[src/rtl/counter_dev_io.sv]
// counter_dev_io: three-channel down-counter peripheral on the CPU I/O bus.
//
// State changes on the falling edge of clk, in step with the other I/O
// devices on the bus. The CPU first selects a register through the GPIO
// register's counter_set field. It then writes the counter address. Each
// channel decrements on its own one-clk tick and drives a terminal output.
//
// Ports:
//   clk                      system clock (falling edge active)
//   reset                    synchronous active-high reset
//   counter_we               CPU write strobe for the counter address
//   counter_set[1:0]         register select: 0..2 channel, 3 control
//   counter_val[CW-1:0]      CPU write data
//   cnt_en[2:0]              per-channel count tick, bit n -> channel n
//   counter_out[CW-1:0]      readback of the register selected by counter_set
//   counter0/1/2_out         channel terminal outputs
module counter_dev_io #(
    parameter int unsigned CW = 32
) (
    input  logic          clk,
    input  logic          reset,
    input  logic          counter_we,
    input  logic [1:0]    counter_set,
    input  logic [CW-1:0] counter_val,
    input  logic [2:0]    cnt_en,
    output logic [CW-1:0] counter_out,
    output logic          counter0_out,
    output logic          counter1_out,
    output logic          counter2_out
);

    typedef enum logic [1:0] {
        MODE_ONESHOT  = 2'b00,
        MODE_PERIODIC = 2'b01,
        MODE_SQUARE   = 2'b10,
        MODE_HOLD     = 2'b11
    } mode_e;

    logic [CW-1:0] count_q  [3];
    logic [CW-1:0] count_d  [3];
    logic [CW-1:0] reload_q [3];
    logic [CW-1:0] reload_d [3];
    logic [2:0]    out_q, out_d;
    logic [5:0]    ctrl_q, ctrl_d;

    always_comb begin
        count_d  = count_q;
        reload_d = reload_q;
        out_d    = out_q;
        ctrl_d   = ctrl_q;

        for (int unsigned n = 0; n < 3; n++) begin
            // Ticks are evaluated under the mode in force before this edge.
            // A same-edge control write is applied afterwards.
            case (mode_e'(ctrl_q[2*n +: 2]))
                MODE_ONESHOT: begin
                    if (cnt_en[n] && count_q[n] != '0) begin
                        count_d[n] = count_q[n] - CW'(1);
                        if (count_q[n] == CW'(1))
                            out_d[n] = 1'b1;
                    end
                end
                MODE_PERIODIC: begin
                    // Pulse lasts a single clk. It is cleared unless this
                    // edge reloads the channel.
                    out_d[n] = 1'b0;
                    if (cnt_en[n] && count_q[n] != '0 && reload_q[n] != '0) begin
                        if (count_q[n] == CW'(1)) begin
                            count_d[n] = reload_q[n];
                            out_d[n]   = 1'b1;
                        end else begin
                            count_d[n] = count_q[n] - CW'(1);
                        end
                    end
                end
                MODE_SQUARE: begin
                    if (count_q[n] == '0 || reload_q[n] == '0) begin
                        out_d[n] = 1'b0;
                    end else if (cnt_en[n]) begin
                        if (count_q[n] == CW'(1)) begin
                            count_d[n] = reload_q[n];
                            out_d[n]   = ~out_q[n];
                        end else begin
                            count_d[n] = count_q[n] - CW'(1);
                        end
                    end
                end
                default: ; // hold: count and output frozen
            endcase

            // A write to this channel overrides any tick on the same edge.
            if (counter_we && counter_set == 2'(n)) begin
                count_d[n]  = counter_val;
                reload_d[n] = counter_val;
                out_d[n]    = 1'b0;
            end
        end

        if (counter_we && counter_set == 2'd3) begin
            ctrl_d = counter_val[5:0];
            out_d  = '0;
        end
    end

    always_ff @(negedge clk) begin
        if (reset) begin
            for (int unsigned n = 0; n < 3; n++) begin
                count_q[n]  <= '0;
                reload_q[n] <= '0;
            end
            out_q  <= '0;
            ctrl_q <= '0;
        end else begin
            count_q  <= count_d;
            reload_q <= reload_d;
            out_q    <= out_d;
            ctrl_q   <= ctrl_d;
        end
    end

    always_comb begin
        case (counter_set)
            2'd0:    counter_out = count_q[0];
            2'd1:    counter_out = count_q[1];
            2'd2:    counter_out = count_q[2];
            default: counter_out = {{(CW-6){1'b0}}, ctrl_q};
        endcase
    end

    assign counter0_out = out_q[0];
    assign counter1_out = out_q[1];
    assign counter2_out = out_q[2];

endmodule

[config.mk]
export PLATFORM = sky130hd
export DESIGN_NAME = counter_dev_io
export DESIGN_NICKNAME = d
export VERILOG_FILES = /design/src/rtl/counter_dev_io.sv
export SDC_FILE = /design/constraint.sdc
export NUM_CORES = 1
export LEC_CHECK = 0
export ABC_AREA = 1
export CAP_MARGIN = 5
export CORE_ASPECT_RATIO = 0.9
export CORE_UTILIZATION = 30
export DETAILED_ROUTE_END_ITERATION = 6
export PLACE_DENSITY_LB_ADDON = 0.1
export SLEW_MARGIN = 20
export SYNTH_ARGS = -nofsm -noshare
export SYNTH_HDL_FRONTEND = slang
export SYNTH_SLANG_ARGS = --single-unit
[constraint.sdc]
create_clock -name clk -period 3 [get_ports clk]
set_clock_uncertainty 0.2 [all_clocks]
set_input_delay 0.6 -clock clk [delete_from_list [all_inputs] [get_ports clk]]
set_output_delay 0.6 -clock clk [all_outputs]
set_load 0.005 [all_outputs]
Word-level counts from Yosys, hierarchy flattened
Cells that the tools add are included.
{"block": "totals", "in_bits": 40, "elab_cells": 142, "reg_bits": 201, "output_inout_bits": 35}
{"block": "classes", "n_addsub": 3, "n_bitwise": 3, "n_mux": 46, "n_eq_ne": 36, "n_reduce_logical": 44}
{"cell": "32-bit two-way mux", "count": 18}
{"cell": "32-bit one-hot mux with 3 select lines", "count": 4}
{"cell": "32-bit logical NOT", "count": 6}
{"cell": "32-bit nonzero test", "count": 6}
{"cell": "32-bit by 1-bit == test with 1-bit output, second input constant", "count": 3}
{"cell": "32-bit by 1-bit subtractor with 32-bit output, second input constant", "count": 3}
{"cell": "3-bit inequality test, second input constant", "count": 18}
{"cell": "5-bit AND reduction", "count": 6}
{"cell": "1-bit two-way mux", "count": 21}
{"cell": "2-bit inequality test, second input constant", "count": 6}
{"cell": "4-bit nonzero test", "count": 3}
{"cell": "2-bit == test, second input constant", "count": 5}
{"cell": "1-bit logical AND", "count": 10}
{"cell": "1-bit one-hot mux with 3 select lines", "count": 3}
{"cell": "3-bit nonzero test", "count": 3}
{"cell": "3-bit OR reduction", "count": 3}
{"cell": "2-bit by 1-bit == test with 1-bit output, second input constant", "count": 4}
{"cell": "2-bit logical NOT", "count": 4}
{"cell": "1-bit logical OR", "count": 3}
{"cell": "1-bit NOT", "count": 3}

Logic depth before layout (Yosys ltp)
{"block": "logic_depth", "depth_word": 6, "ltp_mapped": 15, "mapped_depth_nobuf": 15}

==> results by stage <==
Routing:
- The routed via count is 16900.
- The DRC violation total after the first TritonRoute iteration is 1313.
- In the final routed layout, each cell accounts on average for between 15 and 20 um.
- In the routed layout, each cell is associated on average with a via count of approximately 5.1.
- The number of detailed-route iterations in the first pass is 5.
- The wire length after detailed routing is 64100 um.
- In the routed design, unresolved DRC markers number 0.
- The antenna violation net count after detailed routing is 0.

Logic synthesis:
- Synthesis produced a netlist whose cell count is 2145.
- In this run the cell area of the synthesized design comes to 13200 um2.
- The adder-cell share of the synthesized area is 1.90%.
- The area fraction in compound gates after synthesis is a little over an eighth.
- Synthesis produced a netlist with a net count of 2205.
- The part of the Yosys area used for sequential elements is 30.5%.
- The combinational family with the most area after synthesis is simple AND/OR/NAND/NOR gates.
- The Yosys step of the flow raised 0 warnings.
- Synthesis inferred 201 register bits.
- In this run, distinct cell masters in the synthesized netlist total 48.
- The most area-hungry cell type in the Yosys netlist is sky130_fd_sc_hd__dfxtp_1.
- The synthesized-area fraction occupied by xor and xnor cells is 1.86%.
- The mux contribution to synthesized area is 0%.
- Yosys attributes the largest share of cell area to sky130_fd_sc_hd__dfxtp_1, sky130_fd_sc_hd__nand2_1, sky130_fd_sc_hd__nand3_1.
- The share of the synthesized area in the top cell type is 30.5%.
- The simple-gate share of the synthesized area is about 44%.
- After synthesis, the mean cell area works out to ~6.2 um2.

Power and ir drop:
- In this run the static leakage power is 10.3 nW.
- The worst IR drop on VDD is 367 uV.
- The design draws 15.5 mW.
- The power density of the placed cells is 740 nW/um2.

Setup path:
- The critical path capture point type is an output port.
- The timing startpoint of the critical path is count_q[37].
- The critical path contains buffers and inverters numbering 2 combined.
- Traced cell by cell, the critical path runs through inv_4 > o22ai_4 > a21oi_2 > o21ai_1 > buf_2.
- The worst endpoint required time is 2.20 ns.
- Along the worst path, the maximum fanout reaches 2.
- The slowest stage of the critical path belongs to the cell sky130_fd_sc_hd__dfxtp_2.
- The top cell family by delay on the critical path is compound AO/OA/AOI/OAI gates.
- Data on the critical path arrives at its endpoint at 3.02 ns.
- The largest stage delay on the critical path is about 0.35 ns.
- The path type of the worst setup path is flop to output port.
- The sort of element at the start of the critical path is a flop.
- The startpoint of the worst register-to-register path is count_q[32].

Floorplan:
- The top-level I/O count is 75.
- The floorplan step set the die width to 223 um.
- The total core area is around 43000 um2.
- The die covers 44900 um2.
- The starting density of the core is 30.6%.
- The floorplan has 72 rows.
- In this run the vertical extent of the chip is 201 um.

Clock tree:
- The clock buffer count from CTS is 27.
- After clock tree synthesis, the clock-pin slew on the worst setup and hold paths is roughly 0.03 ns.
- Clock latency on the worst-skew pair, taken at its later pin, is 0.62 ns.
- The count of hold-fix buffers inserted at cts is 0.
- The clock tree from TritonCTS is yes.
- The number of H-tree levels is 1.
- The number of buffers between clock root and the deepest sink is 3.
- The CTS root buffer is sky130_fd_sc_hd__clkbuf_16.
- Counting every sink on the clock net gives 201.

Global routing:
- The met1 track utilization from global routing is 36.0%.
- Entering global routing, the biggest net connects 35 pins.
- The initial antenna violation count is 0.
- The remaining global-route overflow is 0.
- The via count of the first global-routing pass came to 16300.
- The met2 track utilization from global routing is 41.2%.
- The global-route wire length before repair is 92400 um.
- The global routing stage identified its most utilized layer as met2.
- The overall global routing resource usage is 26.9%.
- In the global route stage, met3 resource usage came out at 6.26%.

Cells and area:
- For this run, the post-layout net count is between 2000 and 3000.
- The footprint of the flip-flops and latches is 4080 um2.
- Compared with the post-synthesis result, the final layout area differs by 58.6%.
- After filler insertion, the fill cell instance count of the layout stands at 4462.
- Of the cells placed in the final design, the portion with a size suffix greater than 1 is between 30% and 40%.
- The number of antenna diodes in the final layout is 0.
- Summing all multi-input logic gate instances after layout gives about 9300 um2.

STA:
- The count of final hold-check violations is 0.
- The post-route setup TNS is -26.41 ns.
- Measured against its own limit, the worst slew margin works out to 56.1%.
- For the pin with the worst max-slew slack, the measured transition is 0.659 ns.
- The worst hold slack is 0.260 ns.
- In the post-route analysis, the smallest setup slack over all paths is -0.820 ns.
- Setup repair after global routing could not meet its margin everywhere.
- Setup violations remaining at the end of the flow were counted as 111.
- The max-slew violation count is 0.

Run:
- Across the run, the number of max-cap violations was 0.

Placed design:
- The placed wire-length estimate is 45500 um.
- Prior to clock tree synthesis, the placed netlist has a worst setup slack of -1.12 ns.
- The count of buffers added on input and output ports is 74.
- The placer's final routability congestion estimate is 0.931.

Min path:
- The startpoint identified for the worst hold timing path is reload_q[79].
- The class of the tightest hold or removal check is flop to flop.

Status:
- The final reports fail on negative setup slack.
- The flow ran to the end, but the final reports show violations.
-- flip-flops by register name, indices dropped and copies added, names as in the netlist --
signal    cells
count_q      96
ctrl_q        6
out_q         3
reload_q     96
-- repair_timing --
action                     4_1_cts  5_1_grt
setup buffers                   19       23
setup endpoints to repair      229      119
cloned                           9       21
resized for setup              315      293
pin swaps                       40      118
-- report_power, final --
group	internal, mW	switching, mW	total, mW
registers	3.07	0.236	3.31
logic	3.14	4.98	8.12
clock network	1.99	2.08	4.07
total	8.20	7.30	15.5
-- layout make-up --
cell class / count / area share, %
Clock buffer: 27 / 3.23
Timing Repair Buffer: 465 / 21.7
Sequential cell: 201 / 19.5
Clock inverter: 224 / 4.13
Timing Repair inverter: 5 / 0.293
Inverter: 153 / 3.19
Tap cell: 555 / 3.32
Multi-Input combinational cell: 1695 / 44.6
-- cells in the final DEF, fill, tap and decap left out, types with 22 or more instances in the layout --
cell | Yosys | final
sky130_fd_sc_hd__xor2_1 | 23 | 23
sky130_fd_sc_hd__a21oi_2 | 2 | 43
sky130_fd_sc_hd__buf_4 | 6 | 311
sky130_fd_sc_hd__nand3_1 | 202 | 185
sky130_fd_sc_hd__inv_2 | 12 | 44
sky130_fd_sc_hd__dfxtp_2 | 0 | 45
sky130_fd_sc_hd__o21ai_0 | 51 | 39
sky130_fd_sc_hd__nor2_1 | 265 | 248
sky130_fd_sc_hd__inv_1 | 140 | 309
sky130_fd_sc_hd__a21oi_1 | 183 | 142
sky130_fd_sc_hd__nand2_1 | 740 | 566
sky130_fd_sc_hd__nand2_4 | 8 | 38
sky130_fd_sc_hd__nor2_2 | 21 | 26
sky130_fd_sc_hd__buf_12 | 0 | 44
sky130_fd_sc_hd__nand3_2 | 7 | 22
sky130_fd_sc_hd__clkdlybuf4s50_1 | 0 | 32
sky130_fd_sc_hd__nand4_1 | 35 | 35
sky130_fd_sc_hd__clkbuf_16 | 0 | 43
sky130_fd_sc_hd__buf_2 | 20 | 30
sky130_fd_sc_hd__nand2_2 | 11 | 148
sky130_fd_sc_hd__dfxtp_1 | 201 | 155
-- tightest hold or removal path: cells and delay by family, from the launching register on --
| kind | cells | cell delay [ns] |
|---|---|---|
| DFF | 1 | 0.30 |
| AOI/OAI and AO/OA | 1 | 0.05 |
| and+or+nand+nor | 1 | 0.06 |
-- synth_stat cells, drive strengths merged --
master / n
nand2: 760
nor2: 294
nand3: 211
dfxtp: 201
a21oi: 186
inv: 152
o21ai: 69
buf: 51
clkbuf: 45
nand4: 36
xor2: 23
o211ai: 22
o221ai: 22
ha: 20
nand3b: 13
or2: 12
nor3: 10
o22ai: 6
xnor2: 5
a21boi: 2
clkinv: 2
and2: 1
nor4: 1
o31ai: 1
-- path summary, 6_finish.rpt --
check	to	slack [ns]	cells after the start
worst max-delay path	counter_out[5]	-0.82	5
worst min-delay path	reload_q[79]	0.26	2
worst max register to register	count_q[62]	0.16	16
worst min register to register	reload_q[79]	0.26	2
-- stage by stage --
step | instances | cell area, um2 | utilization [%]
floorplan | 2145 | 13700 | -
global placement | 3014 | 17300 | 40.1
detailed placement | 3014 | 17300 | 40.1
CTS | 3288 | 19500 | 45.1
global route | 3325 | 20900 | 48.5
finish | 3325 | 20900 | 48.5
-- routing by layer --
layer	wire length (um)	up-vias
met2	28700	649
li1	-	8214
met1	28600	7965
met3	4580	117
met5	0	-
met4	2140	0
-- kinds of logic after synthesis --
logic type	count (synthesis)
compound gates	308
simple gates	1338
buf+inv	250
xor+xnor	28
flops	201
fa+ha+maj	20
Power figures use the tool's default switching activity.
